<file path="src/rtl/vend_ctrl.sv">
// vend_ctrl: multi-product vending controller with per-unit handshaked change return.
//   clk        : rising-edge clock
//   reset      : asynchronous active-low reset
//   coin       : 00 none, 01 one unit, 10 two units, 11 cancel
//   buy, sel   : purchase request and product index
//   back_ready : change dispenser accepts one unit this cycle
//   drink      : one-cycle vend pulse; drink_id holds the last vended index
//   back_valid : one change unit offered (high for the whole refund)
//   credit     : current credit
//   coin_rej   : one-cycle pulse, coin returned unaccepted
//   err        : one-cycle pulse, buy refused
module vend_ctrl #(
    parameter int                  NPROD      = 4,
    parameter int                  CW         = 5,
    parameter int                  MAX_CREDIT = 20,
    parameter logic [NPROD*CW-1:0] PRICES     = {5'd8, 5'd6, 5'd4, 5'd3},
    localparam int                 SELW       = (NPROD > 1) ? $clog2(NPROD) : 1
) (
    input  logic            clk,
    input  logic            reset,
    input  logic [1:0]      coin,
    input  logic            buy,
    input  logic [SELW-1:0] sel,
    input  logic            back_ready,
    output logic            drink,
    output logic [SELW-1:0] drink_id,
    output logic            back_valid,
    output logic [CW-1:0]   credit,
    output logic            coin_rej,
    output logic            err
);
    typedef enum logic {IDLE, REFUND} state_t;

    localparam logic [CW:0] MAX_C = (CW+1)'(MAX_CREDIT);

    state_t          r_state, w_state_nx;
    logic [CW-1:0]   r_credit, w_credit_nx;
    logic [SELW-1:0] r_drink_id, w_drink_id_nx;
    logic            r_drink, w_drink_nx;
    logic            r_coin_rej, w_coin_rej_nx;
    logic            r_err, w_err_nx;
    logic [CW:0]     w_sum;
    logic [CW-1:0]   w_price;
    logic            w_sel_ok;
    logic            w_is_coin;

    // Price lookup; indices beyond NPROD leave w_sel_ok low so the buy is refused.
    always_comb begin
        w_price  = '0;
        w_sel_ok = 1'b0;
        for (int i = 0; i < NPROD; i++) begin
            if (sel == SELW'(i)) begin
                w_price  = PRICES[i*CW +: CW];
                w_sel_ok = 1'b1;
            end
        end
    end

    // One extra bit so the ceiling compare cannot be fooled by wrap-around.
    assign w_sum     = {1'b0, r_credit} + (CW+1)'(coin);
    assign w_is_coin = coin[0] ^ coin[1];

    always_comb begin
        w_state_nx    = r_state;
        w_credit_nx   = r_credit;
        w_drink_id_nx = r_drink_id;
        w_drink_nx    = 1'b0;
        w_coin_rej_nx = 1'b0;
        w_err_nx      = 1'b0;
        if (r_state == IDLE) begin
            if (coin == 2'b11) begin
                w_state_nx = (r_credit != '0) ? REFUND : IDLE;
            end else if (w_is_coin) begin
                w_credit_nx   = (w_sum <= MAX_C) ? w_sum[CW-1:0] : r_credit;
                w_coin_rej_nx = (w_sum > MAX_C);
            end else if (buy) begin
                if (w_sel_ok && r_credit >= w_price) begin
                    w_drink_nx    = 1'b1;
                    w_drink_id_nx = sel;
                    w_credit_nx   = r_credit - w_price;
                    w_state_nx    = (r_credit != w_price) ? REFUND : IDLE;
                end else begin
                    w_err_nx = 1'b1;
                end
            end
        end else begin
            w_coin_rej_nx = w_is_coin;
            if (back_ready) begin
                w_credit_nx = r_credit - CW'(1);
                w_state_nx  = (r_credit == CW'(1)) ? IDLE : REFUND;
            end
        end
    end

    always_ff @(posedge clk or negedge reset) begin
        if (!reset) begin
            r_state    <= IDLE;
            r_credit   <= '0;
            r_drink_id <= '0;
            r_drink    <= 1'b0;
            r_coin_rej <= 1'b0;
            r_err      <= 1'b0;
        end else begin
            r_state    <= w_state_nx;
            r_credit   <= w_credit_nx;
            r_drink_id <= w_drink_id_nx;
            r_drink    <= w_drink_nx;
            r_coin_rej <= w_coin_rej_nx;
            r_err      <= w_err_nx;
        end
    end

    // back_valid comes straight off the state flop, so it drops on the final handshake edge.
    assign back_valid = (r_state == REFUND);
    assign credit     = r_credit;
    assign drink_id   = r_drink_id;
    assign drink      = r_drink;
    assign coin_rej   = r_coin_rej;
    assign err        = r_err;
endmodule

</file>
<file path="config.mk">
export PLATFORM = sky130hd
export DESIGN_NAME = vend_ctrl
export DESIGN_NICKNAME = d
export VERILOG_FILES = /design/src/rtl/vend_ctrl.sv
export SDC_FILE = /design/constraint.sdc
export NUM_CORES = 1
export LEC_CHECK = 0
export BUFFER_PORTS_ARGS = -buffer_cell sky130_fd_sc_hd__buf_2
export CAP_MARGIN = 5
export CELL_PAD_IN_SITES_DETAIL_PLACEMENT = 1
export CELL_PAD_IN_SITES_GLOBAL_PLACEMENT = 1
export CORE_MARGIN = 4
export CORE_UTILIZATION = 38
export DETAILED_ROUTE_END_ITERATION = 10
export GPL_ROUTABILITY_DRIVEN = 0
export PLACE_DENSITY_LB_ADDON = 0.1
export SLEW_MARGIN = 0
export SYNTH_ARGS = -nofsm -noshare
export SYNTH_HDL_FRONTEND = slang
export SYNTH_SLANG_ARGS = --single-unit
</file>
<file path="constraint.sdc">
create_clock -name clk -period 2.4 [get_ports clk]
set_clock_uncertainty 0.05 [all_clocks]
set_input_delay 0.48 -clock clk [delete_from_list [all_inputs] [get_ports clk]]
set_output_delay 0.48 -clock clk [all_outputs]
set_load 0.01 [all_outputs]
</file>
After elaboration in Yosys (flattened, before gate mapping) --
Cells that the tools add are included.
Storage, ports and cells: flip-flop bits (word level) 11, bits of input ports 8, output and inout port bits 11, logic and storage cells 69
Cells by class: add/subtract/negate cells 3, magnitude comparators 3, equal/unequal tests 9, mux-type cells 37, bitwise logic cells 4, reduce and logical (&&, ||, !) cells 7
Operators with widths (number):
- 5-bit 2-to-1 mux | 9
- 1-bit 2-to-1 mux | 26
- 5-bit AND reduction | 2
- 5-bit by 2-bit adder with 6-bit output | 1
- 2-bit equality test, second input constant | 3
- 6-bit by 5-bit > comparator with 1-bit output, second input constant | 1
- 6-bit by 5-bit less-or-equal comparator with 1-bit output, second input constant | 1
- 3-bit nonzero test | 2
- 5-bit by 1-bit equality test with 1-bit output, second input constant | 1
- 5-bit >= comparator | 1
- 5-bit inequality test | 1
- 5-bit nonzero test | 1
- 5-bit by 1-bit subtractor with 5-bit output, second input constant | 1
- 5-bit subtractor | 1
- 2-bit inequality test, second input constant | 2
- 3-bit 2-to-1 mux | 1
- 3-bit by 2-bit inequality test with 1-bit output, second input constant | 1
- 1-bit inverter | 3
- 2-bit by 1-bit equality test with 1-bit output, second input constant | 1
- 2-bit zero test | 1
- 2-bit 2-to-1 mux | 1
- 1-bit logical AND | 1
- 1-bit XOR | 1

Longest topological paths before layout --
Gate-level depths: netlist of run 1.
depth in word-level cells 12, depth in mapped cells 11, gate-level depth less buffers 10

Least setup slack after synthesis of run 1 --
OpenSTA, ideal clock, no wires.
path type input to register, start input coin[0], end register r_credit[2], in the netlist credit[2], setup time 150 ps, arrival 2412 ps, data required time 2200 ps, slack -212 ps, stages on the path 9, path buffers 1, cell sequence ha_1 > fa_1 > or2_0 > a32o_1 > nand3b_4 > o211a_1 > buf_6 > a2111oi_4 > a221oi_1
Between the ends: longest elaborated chain between the ends 5, elaborated cells on any way between the ends 13, classes of those cells add/sub: 1; order compare: 1; eq/ne: 3; mux: 4; bitwise: 1; reduce/logical: 3
Ends and longest elaborated chain:
- start, declared | line 21 | input logic [1:0] coin,
- branches (longest 5 deep; another with 5-bit by 2-bit adder with 6-bit output)
- end signal, assigned | line 105 | r_credit <= w_credit_nx;
- end, declared | line 37 | logic [CW-1:0] r_credit, w_credit_nx;
Parallel ways; which one is timed is not known. The select of a mux whose other input is x is not followed. A chain may end at the register's enable or synchronous reset.

Worst setup path after layout of run 1 --
start register r_credit[0], in the netlist credit[0], end register r_credit[3], in the netlist credit[3]
Between the ends: longest elaborated chain between the ends 6, elaborated cells on any way between the ends 16, classes of those cells add/sub: 3; order compare: 2; eq/ne: 1; mux: 7; reduce/logical: 3
Ends and longest elaborated chain:
- branches (longest 6 deep; another with 5-bit by 2-bit adder with 6-bit output)
Parallel ways; which one is timed is not known. The select of a mux whose other input is x is not followed.

==> flow_metrics.env, run 1 <==
export IMPL_multiInputGateArea_um2=823
export IMPL_clk_pin_slew_ps=80
export IMPL_synth_flop_cell="dfrtp_1"
export IMPL_yosys_area_share_simple_pct=24.1
export IMPL_p_total_uw=1760
export IMPL_routed_wl_um=3390
export IMPL_synth_seq_area_share_pct=24.1
export IMPL_cts_sinks=11
export IMPL_cp_common_cell="buf_4"
export IMPL_switchingPower_uw=810
export IMPL_hold_class="in -> async"
export IMPL_cts_buffer_depth=2
export IMPL_die_w_um=62.9
export IMPL_io_buffers=18
export IMPL_path_depth=10
export IMPL_fmax_ghz=0.394
export IMPL_slowest_stage="dfrtp_2"
export IMPL_ys_types=39
export IMPL_cp_top_family="adder cells"
export IMPL_pwr_density_cell_nw_per_um2=1140
export IMPL_core_area_um2=2810
export IMPL_cp_arrival_ps=2660
export IMPL_period_needed_ps=2540
export IMPL_fillCellCount=337
export IMPL_layout_drive_gt1_share_pct=39.4
export IMPL_slew_headroom_pct=79.1
export IMPL_synth_nets=152
export IMPL_run_status="finished with violations"
export IMPL_ant_nets=0
export IMPL_syn_area_per_cell_um2=8.93
export IMPL_antenna_cells=0
export IMPL_viasPerCell=5.48
export IMPL_hold_viol=0
export IMPL_drt_iter0_markers=28
export IMPL_post_place_cells=200
export IMPL_num_rows=19
export IMPL_path_cells="ha_4, fa_1, buf_4, and2_1, o21ai_0, and3_1, o211a_4, buf_4, mux2i_1, nor3_2"
export IMPL_drcViolationCount=0
export IMPL_leakagePower_uw=0.000781
export IMPL_tightestPinTransition_ps=312
export IMPL_synth_compound_area_share_pct=18.6
export IMPL_overflow=0
export IMPL_max_stage_delay_ps=430
export IMPL_synth_edf_count=0
export IMPL_r2r_cells=10
export IMPL_post_drt_wl_per_cell_um=16.5
export IMPL_synth_top_family_by_area="simple AND/OR/NAND/NOR gates"
export IMPL_nNetsFinal=200
export IMPL_required_ps=2520
export IMPL_grt_max_degree=20
export IMPL_synth_fa_ha_area_share_pct=18.8
export IMPL_area_delta_synth_final_pct=34.8
export IMPL_setup_violations=4
export IMPL_postSynthCellCount=128
export IMPL_grt_pass1_vias=1190
export IMPL_regArea_um2=277
export IMPL_crit_buf_inv=2
export IMPL_grt_pass1_wl_um=5650
export IMPL_synth_mux_area_share_pct=3.72
export IMPL_first_pass_iters=4
export IMPL_ir_worst_vdd_mv=0.493
export IMPL_start_kind="flop"
export IMPL_violations="setup timing"
export IMPL_dp_hpwl_um=2680
export IMPL_crit_path_max_fanout=7
export IMPL_dieArea_um2=3950
export IMPL_htreeDepth=1
export IMPL_io_pins=19
export IMPL_syn_cell_area_um2=1140
export IMPL_tritoncts="done"
export IMPL_grt_usage_pct=17.9
export IMPL_vias=1128
export IMPL_yosys_area_top_type="dfrtp_1"
export IMPL_postCtsHoldBufs=0
export IMPL_final_max_slew_viol_count=0
export IMPL_clk_latency_ps=280
export IMPL_grt_antenna_before_repair=0
export IMPL_synth_area_top_cells="dfrtp_1 24%, ha_1 15%, a2111oi_4 4.8%, inv_1 3.9%, nor2_1 3.9%"
export IMPL_ys_seq_elements=11
export IMPL_start_util_pct=40.8
export IMPL_setup_tns_ps=-336
export IMPL_seq_power_share_pct=17.7
export IMPL_synth_top_cell_area_share_pct=24.1
export IMPL_instances_no_fill=206
export IMPL_power_share_clock_pct=7.8
export IMPL_p_sw_share_pct=46.0
export IMPL_synth_warnings=0
export IMPL_async_flop_share_pct=100
export IMPL_drv_cap=0
export IMPL_rsz0062_at_grt="true"
export IMPL_fin_crit_sh_pct=106
export IMPL_cts_made_buffers=3
export IMPL_end_kind="flop"
export IMPL_synth_xor_area_share_pct=2.30
export IMPL_die_h_um=62.9
export IMPL_cts_root_buffer="clkbuf_4"
export IMPL_comb_power_share_pct=74.5
export IMPL_worstSetupPathType="reg -> reg"
export IMPL_setup_ws_ps=-141
export IMPL_internal_power_uw=950
==> final timing paths <==
path,start,endpoint,slack (ps)
max in group asynchronous,reset,credit[0],2050
hold reg to reg,drink_id[0],drink_id[0],470
min in group clk,buy,err,390
setup reg to reg,credit[0],credit[3],-140
hold / removal,reset,drink_id[1],10
setup / recovery,credit[0],credit[3],-140
==> cell usage in the layout, fill, tap and decap left out, types with 2 or more instances in the layout <==
cell type / n
buf_4: 32
buf_2: 18
ha_1: 13
inv_1: 12
nor2_1: 10
dfrtp_1: 10
nand2_1: 8
a21oi_1: 6
o21ai_0: 6
nor3_1: 4
nor2b_1: 3
nand3_1: 3
clkbuf_4: 3
o21a_1: 2
nor3b_1: 2
o21ai_1: 2
nand2b_1: 2
a2111oi_4: 2
a221oi_1: 2
mux2i_1: 2
xnor2_1: 2
nand4b_1: 2
mux2_4: 2
fa_1: 2
==> kinds of logic after synthesis <==
kind of cell             Yosys count
AO/OA/AOI/OAI                     26
XOR/XNOR                           3
adder cells (fa/ha/maj)           16
buffers and inverters             19
flip-flops                        11
multiplexers                       4
AND/OR/NAND/NOR                   49
==> synth_stat cells (2+ instances only) <==
cell type,count
nor3_1,5
a2111oi_4,2
nand2b_1,2
or2_2,2
o21ai_0,8
dfrtp_1,11
fa_1,2
ha_1,14
xnor2_1,2
nand3_1,3
buf_2,2
a21oi_1,7
mux2i_1,2
nor3b_1,2
a221oi_1,2
nor2_1,12
nand2_1,8
nand4b_1,2
inv_1,12
o21a_1,2
clkbuf_1,2
nor2b_1,4
buf_6,3
mux2_2,2
==> flip-flops by register name, summed over array words and instances, names as in the netlist <==
name,cells
credit,5
drink,1
drink_id,2
back_valid,1
coin_rej,1
err,1
==> power groups by stage <==
stage               sequential, uW  combinational [uW]  clock [uW]
floorplan                      340                 721           0
global placement               314                1170           0
detailed placement             320                1210           0
CTS                            316                1240         140
global route                   320                1450         154
finish                         312                1310         137
==> area by class of cell <==
cell class	count	share of cell area, %
Clock buffer	3	1.46
Inverter	12	2.92
Timing Repair Buffer	50	21.4
Clock inverter	1	0.325
Tap cell	31	2.52
Multi-Input combinational cell	98	53.4
Sequential cell	11	17.9
==> timing repair <==
| action | CTS | global route |
|---|---|---|
| gates resized for setup | 3 | 9 |
| pin swaps | 3 | 3 |
| setup endpoints to repair | 5 | 7 |
| setup buffers | 0 | 2 |
==> stage by stage <==
step / hold slack, ps / setup slack [ps] / util [%] / instance area [um^2]
after CTS: 19.3 / -105 / 53.4 / 1500
after floorplan: 134 / -169 / - / 1160
after global placement: 320 / -368 / 52.1 / 1460
after global routing: 6.88 / -246 / 55.0 / 1540
final: 12.1 / -141 / 55.0 / 1540
after detailed placement: 328 / -416 / 52.1 / 1460
==> metal layers <==
metal | global-route usage [%] | part of all wire [%]
met1 | 22.1 | 44
met2 | 32.5 | 52
met3 | 1.98 | 2.6
met4 | 4.96 | 0.83
met5 | 0 | 0
Power figures use the tool's default switching activity.
==> inputs of run 2 (changes only) <==
--- a/config.mk
+++ b/config.mk
@@ -5,12 +5,13 @@
 export SDC_FILE = /design/constraint.sdc
 export NUM_CORES = 1
 export LEC_CHECK = 0
+export ABC_AREA = 1
 export BUFFER_PORTS_ARGS = -buffer_cell sky130_fd_sc_hd__buf_2
 export CAP_MARGIN = 5
 export CELL_PAD_IN_SITES_DETAIL_PLACEMENT = 1
 export CELL_PAD_IN_SITES_GLOBAL_PLACEMENT = 1
 export CORE_MARGIN = 4
-export CORE_UTILIZATION = 38
+export CORE_UTILIZATION = 36
 export DETAILED_ROUTE_END_ITERATION = 10
 export GPL_ROUTABILITY_DRIVEN = 0
 export PLACE_DENSITY_LB_ADDON = 0.1
==> run 2 against run 1 <==
Effect of this change: the flow now finishes without violations; critical path depth up 1; core utilization down 11 points; synthesized cell count up 15%; sequential share of layout area up 3.8 points; count of clock-buffer cells in the layout up 1; register-to-register slack better by 370 ps; critical path type unchanged; largest power group unchanged.
==> flow_metrics.env, run 2 <==
export IMPL_worstSetupPathType="reg -> reg"
export IMPL_postCtsSetupRepairBufs=0
export IMPL_slowest_stage="dfrtp_1"
export IMPL_pwr_density_cell_nw_per_um2=1250
export IMPL_synth_warnings=0
export IMPL_period_needed_ps=2170
export IMPL_synth_nets=171
export IMPL_synth_top_cell_area_share_pct=24.9
export IMPL_final_max_slew_viol_count=0
export IMPL_largest_register_ffs=5
export IMPL_die_h_um=63.5
export IMPL_final_cell_mix="34 x nand2_1, 18 x nand3_1, 18 x buf_2, 17 x inv_1, 14 x ha_1"
export IMPL_ys_types=29
export IMPL_met2_usage_pct=30.0
export IMPL_nNetsFinal=194
export IMPL_fillCellCount=364
export IMPL_yosysMostFrequentCell="nand2_1"
export IMPL_multiInputGateArea_um2=748
export IMPL_start_kind="flop"
export IMPL_setup_violations=0
export IMPL_io_buffers=18
export IMPL_fmax_ghz=0.461
export IMPL_hold_viol=0
export IMPL_num_rows=19
export IMPL_busiest_layer="met2"
export IMPL_fin_crit_sh_pct=90.3
export IMPL_first_pass_iters=4
export IMPL_syn_area_per_cell_um2=7.53
export IMPL_path_cells="ha_1, fa_1, or2_2, nand2_1, nand2_1, nand2_1, nand2_2, nand2_4, nand2_4, nand2_1, nand2_1"
export IMPL_max_stage_delay_ps=470
export IMPL_synth_fa_ha_area_share_pct=19.4
export IMPL_leakagePower_uw=0.000692
export IMPL_hold_class="in -> async"
export IMPL_regArea_um2=275
export IMPL_ys_top_cells_by_count="34 x nand2_1, 18 x nand3_1, 17 x inv_1"
export IMPL_yosys_area_share_simple_pct=34.0
export IMPL_viasPerCell=5.39
export IMPL_end_kind="flop"
export IMPL_clk_latency_ps=270
export IMPL_tritoncts="done"
export IMPL_final_common_cell="nand2_1"
export IMPL_drcViolationCount=0
export IMPL_synth_seq_area_share_pct=24.9
export IMPL_htreeDepth=1
export IMPL_rsz0062_at_grt="false"
export IMPL_overflow=0
export IMPL_start_util_pct=38.8
export IMPL_synth_area_top_cells="dfrtp_1 25%, ha_1 16%, nand2_1 12%, nand3_1 8.1%, inv_1 5.8%"
export IMPL_use_met1_pct=20.7
export IMPL_synth_top_family_by_area="simple AND/OR/NAND/NOR gates"
export IMPL_postSynthCellCount=147
export IMPL_ir_worst_vdd_mv=0.374
export IMPL_met3_usage_pct=1.42
export IMPL_grt_pass1_wl_um=5250
export IMPL_crit_path_max_fanout=6
export IMPL_layout_drive_gt1_share_pct=21.9
export IMPL_vias=1077
export IMPL_synth_flop_cell="dfrtp_1"
export IMPL_yosys_area_top_type="dfrtp_1"
export IMPL_required_ps=2510
export IMPL_grt_usage_pct=16.6
export IMPL_async_flop_share_pct=100
export IMPL_cts_buffer_depth=2
export IMPL_ant_nets=0
export IMPL_drv_cap=0
export IMPL_core_area_um2=2850
export IMPL_synth_compound_area_share_pct=10.8
export IMPL_clk_pin_slew_ps=80
export IMPL_synth_xor_area_share_pct=2.37
export IMPL_run_status="complete, no violations"
export IMPL_dieArea_um2=4030
export IMPL_area_delta_synth_final_pct=14.2
export IMPL_tightestPinTransition_ps=505
export IMPL_post_drt_wl_per_cell_um=15.6
export IMPL_grt_max_degree=14
export IMPL_drt_iter0_markers=18
export IMPL_cts_sinks=11
export IMPL_cts_resized=0
export IMPL_postCtsHoldBufs=0
export IMPL_grt_pass1_vias=1160
export IMPL_synth_mux_area_share_pct=0.904
export IMPL_setup_tns_ps=0
export IMPL_routed_wl_um=3120
export IMPL_post_route_util_pct=44.3
export IMPL_ys_seq_elements=11
export IMPL_cp_arrival_ps=2280
export IMPL_syn_cell_area_um2=1110
export IMPL_antenna_cells=0
export IMPL_dp_hpwl_um=2650
export IMPL_cts_root_buffer="clkbuf_4"
export IMPL_io_pins=19
export IMPL_die_w_um=63.5
export IMPL_cp_common_cell="nand2_1"
export IMPL_synth_edf_count=0
export IMPL_slew_headroom_pct=66.3
export IMPL_grt_antenna_before_repair=0
export IMPL_cts_made_buffers=3
[run 2: changes by cell type after synthesis, sizes merged, moves of 3 or more]
| cell | delta |
|---|---|
| nor2b | -4 |
| nand2 | +32 |
| inv | +7 |
| nor3 | -5 |
| buf | -3 |
| o221ai | +3 |
| nand3 | +15 |
[run 2: kinds of logic (layout without fill, tap and decap cells)]
kind of cell	count (synthesis)	count (layout)
simple gates	77	77
buf+inv	21	43
compound gates	18	18
fa+ha+maj	16	16
flops	11	11
xor+xnor	3	3
mux	1	1
[run 2: stage by stage]
stage	total power, uW	hold WS (ps)	std cells	area (um^2)	setup slack [ps]
after CTS	1590	17.9	200	1260	224
after detailed placement	1460	312	196	1240	2.78
after global routing	1750	23.6	200	1260	108
after floorplan	1130	134	147	1110	338
final	1580	12.5	200	1260	233
after global placement	1440	308	196	1240	36.3
[run 2: path summary, 6_finish.rpt]
| kind | startpoint | to | slack (ps) | depth (start not counted) |
|---|---|---|---|---|
| max reg2reg | credit[0] | credit[1] | 230 | 11 |
| min | reset | back_valid | 10 | 1 |
| min in group clk | drink_id[1] | drink_id[1] | 450 | 2 |
| max in group asynchronous | reset | credit[3] | 2080 | 1 |
| max | credit[0] | credit[1] | 230 | 11 |
| min reg2reg | drink_id[1] | drink_id[1] | 450 | 2 |
[run 2: per-layer routing]
layer | vias up | part of all wire [%]
met3 | 5 | 4.9
met4 | 0 | 0.74
li1 | 527 | -
met2 | 33 | 50
met1 | 512 | 45
met5 | - | 0
[run 2: cell type report]
cell class | instances | area share, %
sequential | 11 | 21.8
multi-input combinational | 115 | 59.1
timing repair buffer | 20 | 8.31
tap | 31 | 3.07
clock buffer | 4 | 2.08
inverter | 19 | 5.64
[run 2: critical path, delay by kind of cell, from the launching register on]
kind,cells,cell delay (ps)
fa+ha+maj,2,700
flops,1,470
simple gates,9,840
[run 2: power by group]
part | switching [uW] | internal [uW] | leakage [uW]
Combinational | 647 | 414 | 0.000540
Clock | 64.3 | 64.3 | 0.0000150
Sequential | 129 | 259 | 0.000137
==> inputs of run 3 (changes only) <==
--- a/config.mk
+++ b/config.mk
@@ -6,8 +6,7 @@
 export NUM_CORES = 1
 export LEC_CHECK = 0
 export ABC_AREA = 1
-export BUFFER_PORTS_ARGS = -buffer_cell sky130_fd_sc_hd__buf_2
-export CAP_MARGIN = 5
+export BUFFER_PORTS_ARGS = -buffer_cell sky130_fd_sc_hd__clkbuf_2
 export CELL_PAD_IN_SITES_DETAIL_PLACEMENT = 1
 export CELL_PAD_IN_SITES_GLOBAL_PLACEMENT = 1
 export CORE_MARGIN = 4
==> run 3 against run 2 <==
Effect of this change: die area stayed put; global-route usage is 0.21 points lower; non-clock buffer count unchanged; hold slack better by 13 ps; total power up 0.57%; critical path depth decreased by 2; core utilization is the same; critical endpoint is now coin_rej.
==> flow_metrics.env, run 3 (synthesized netlist as in run 2, its figures left out) <==
export IMPL_dp_hpwl_um=2620
export IMPL_instances_no_fill=200
export IMPL_fillCellCount=376
export IMPL_cp_common_cell="nand2_1"
export IMPL_setup_violations=0
export IMPL_io_pins=19
export IMPL_cts_resized=0
export IMPL_drcViolationCount=0
export IMPL_grt_pass1_wl_um=5210
export IMPL_dieArea_um2=4030
export IMPL_crit_path_max_fanout=6
export IMPL_overflow=0
export IMPL_final_cell_mix="34 x nand2_1, 18 x nand3_1, 18 x clkbuf_2, 17 x inv_1, 14 x ha_1"
export IMPL_worstSetupPathType="reg -> reg"
export IMPL_fin_crit_sh_pct=93.4
export IMPL_postCtsHoldBufs=0
export IMPL_tritoncts="done"
export IMPL_drv_cap=0
export IMPL_area_delta_synth_final_pct=14.2
export IMPL_required_ps=2490
export IMPL_period_needed_ps=2240
export IMPL_path_cells="ha_1, fa_1, or2_2, nand2_1, nand2_1, nand2_1, nand2_2, o21ai_0, inv_1"
export IMPL_r2r_start="credit[0]"
export IMPL_post_place_cells=196
export IMPL_io_buffers=18
export IMPL_first_pass_iters=4
export IMPL_routed_wl_um=3110
export IMPL_hold_class="in -> async"
export IMPL_grt_usage_pct=16.4
export IMPL_tightestPinTransition_ps=494
export IMPL_viasPerCell=5.33
export IMPL_p_total_uw=1590
export IMPL_setup_ws_ps=159
export IMPL_post_place_ws_ps=-43.2
export IMPL_htreeDepth=1
export IMPL_core_area_um2=2850
export IMPL_cts_buffer_depth=2
export IMPL_final_max_slew_viol_count=0
export IMPL_antenna_cells=0
export IMPL_nNetsFinal=194
export IMPL_place_area_um2=1240
export IMPL_slew_headroom_pct=67.0
export IMPL_r2r_slack_ps=160
export IMPL_slowest_stage="dfrtp_1"
export IMPL_drt_iter0_markers=26
export IMPL_num_rows=19
export IMPL_postCtsSetupRepairBufs=0
export IMPL_r2r_cells=9
export IMPL_hold_viol=0
export IMPL_die_h_um=63.5
export IMPL_grt_antenna_before_repair=0
export IMPL_cp_arrival_ps=2330
export IMPL_pwr_density_cell_nw_per_um2=1250
export IMPL_leakagePower_uw=0.000692
export IMPL_end_kind="flop"
export IMPL_fmax_ghz=0.446
export IMPL_cts_sinks=11
export IMPL_ant_nets=0
export IMPL_vias=1065
export IMPL_clk_latency_ps=260
export IMPL_rsz0062_at_grt="false"
export IMPL_grt_pass1_vias=1113
export IMPL_clk_pin_slew_ps=70
export IMPL_largest_register_ffs=5
export IMPL_layout_drive_gt1_share_pct=21.9
export IMPL_cts_root_buffer="clkbuf_4"
export IMPL_die_w_um=63.5
export IMPL_max_stage_delay_ps=470
export IMPL_grt_max_degree=14
export IMPL_start_util_pct=38.8
export IMPL_final_common_cell="nand2_1"
export IMPL_ir_worst_vdd_mv=0.394
export IMPL_timing_rr_end="coin_rej"
export IMPL_cts_made_buffers=3
export IMPL_design_area_um2=1260
export IMPL_post_drt_wl_per_cell_um=15.5
export IMPL_run_status="complete, no violations"
export IMPL_timing_hold_ws_ps=25.4
export IMPL_start_kind="flop"
==> run 3: cell count changes in the layout (fill, tap and decap cells not counted) <==
cell / delta
clkbuf_2: +18
buf_2: -18
==> run 3: per-layer routing <==
layer / wire [um] / global-route usage [%] / part of all wire, %
met4: 44 / 4.85 / 1.4
met2: 1470 / 27.9 / 47
met1: 1460 / 21.1 / 47
met3: 133 / 2.49 / 4.3
met5: 0 / 0 / 0
==> run 3: worst max-delay path, delay by kind of cell, from the launching register on <==
family | cells | cell delay, ps
adder cells (fa/ha/maj) | 2 | 700
AND/OR/NAND/NOR | 5 | 570
flip-flops | 1 | 470
AO/OA/AOI/OAI | 1 | 250
buffers and inverters | 1 | 90
==> run 3: worst max-delay path by stage <==
stage,end,startpoint,slack [ps]
after global routing,coin_rej,credit[0],40
after CTS,coin_rej,credit[0],170
final,coin_rej,credit[0],160
after global placement,credit[2],sel[0],20
after detailed placement,credit[2],sel[0],-40
after floorplan,credit[3],sel[0],340
==> run 3: area by class of cell <==
cell class                      instances  area (um^2)  area share [%]
Tap cell                               31         38.8            3.07
Inverter                               19         71.3            5.64
Clock buffer                            4         26.3            2.08
Multi-Input combinational cell        115          748            59.1
Sequential cell                        11          275            21.8
Timing Repair Buffer                   20          105            8.31
==> run 3: report_power, final <==
part           switching (uW)  leakage (uW)  internal [uW]
sequential                134      0.000137            259
combinational             656      0.000539            412
clock                    60.5     0.0000150           64.3
==> run 3: stage by stage <==
stage | setup TNS [ps] | util, %
after global placement | 0 | 43.4
after CTS | 0 | 44.3
final | 0 | 44.3
after detailed placement | -126 | 43.4
after global routing | 0 | 44.3
after floorplan | 0 | -
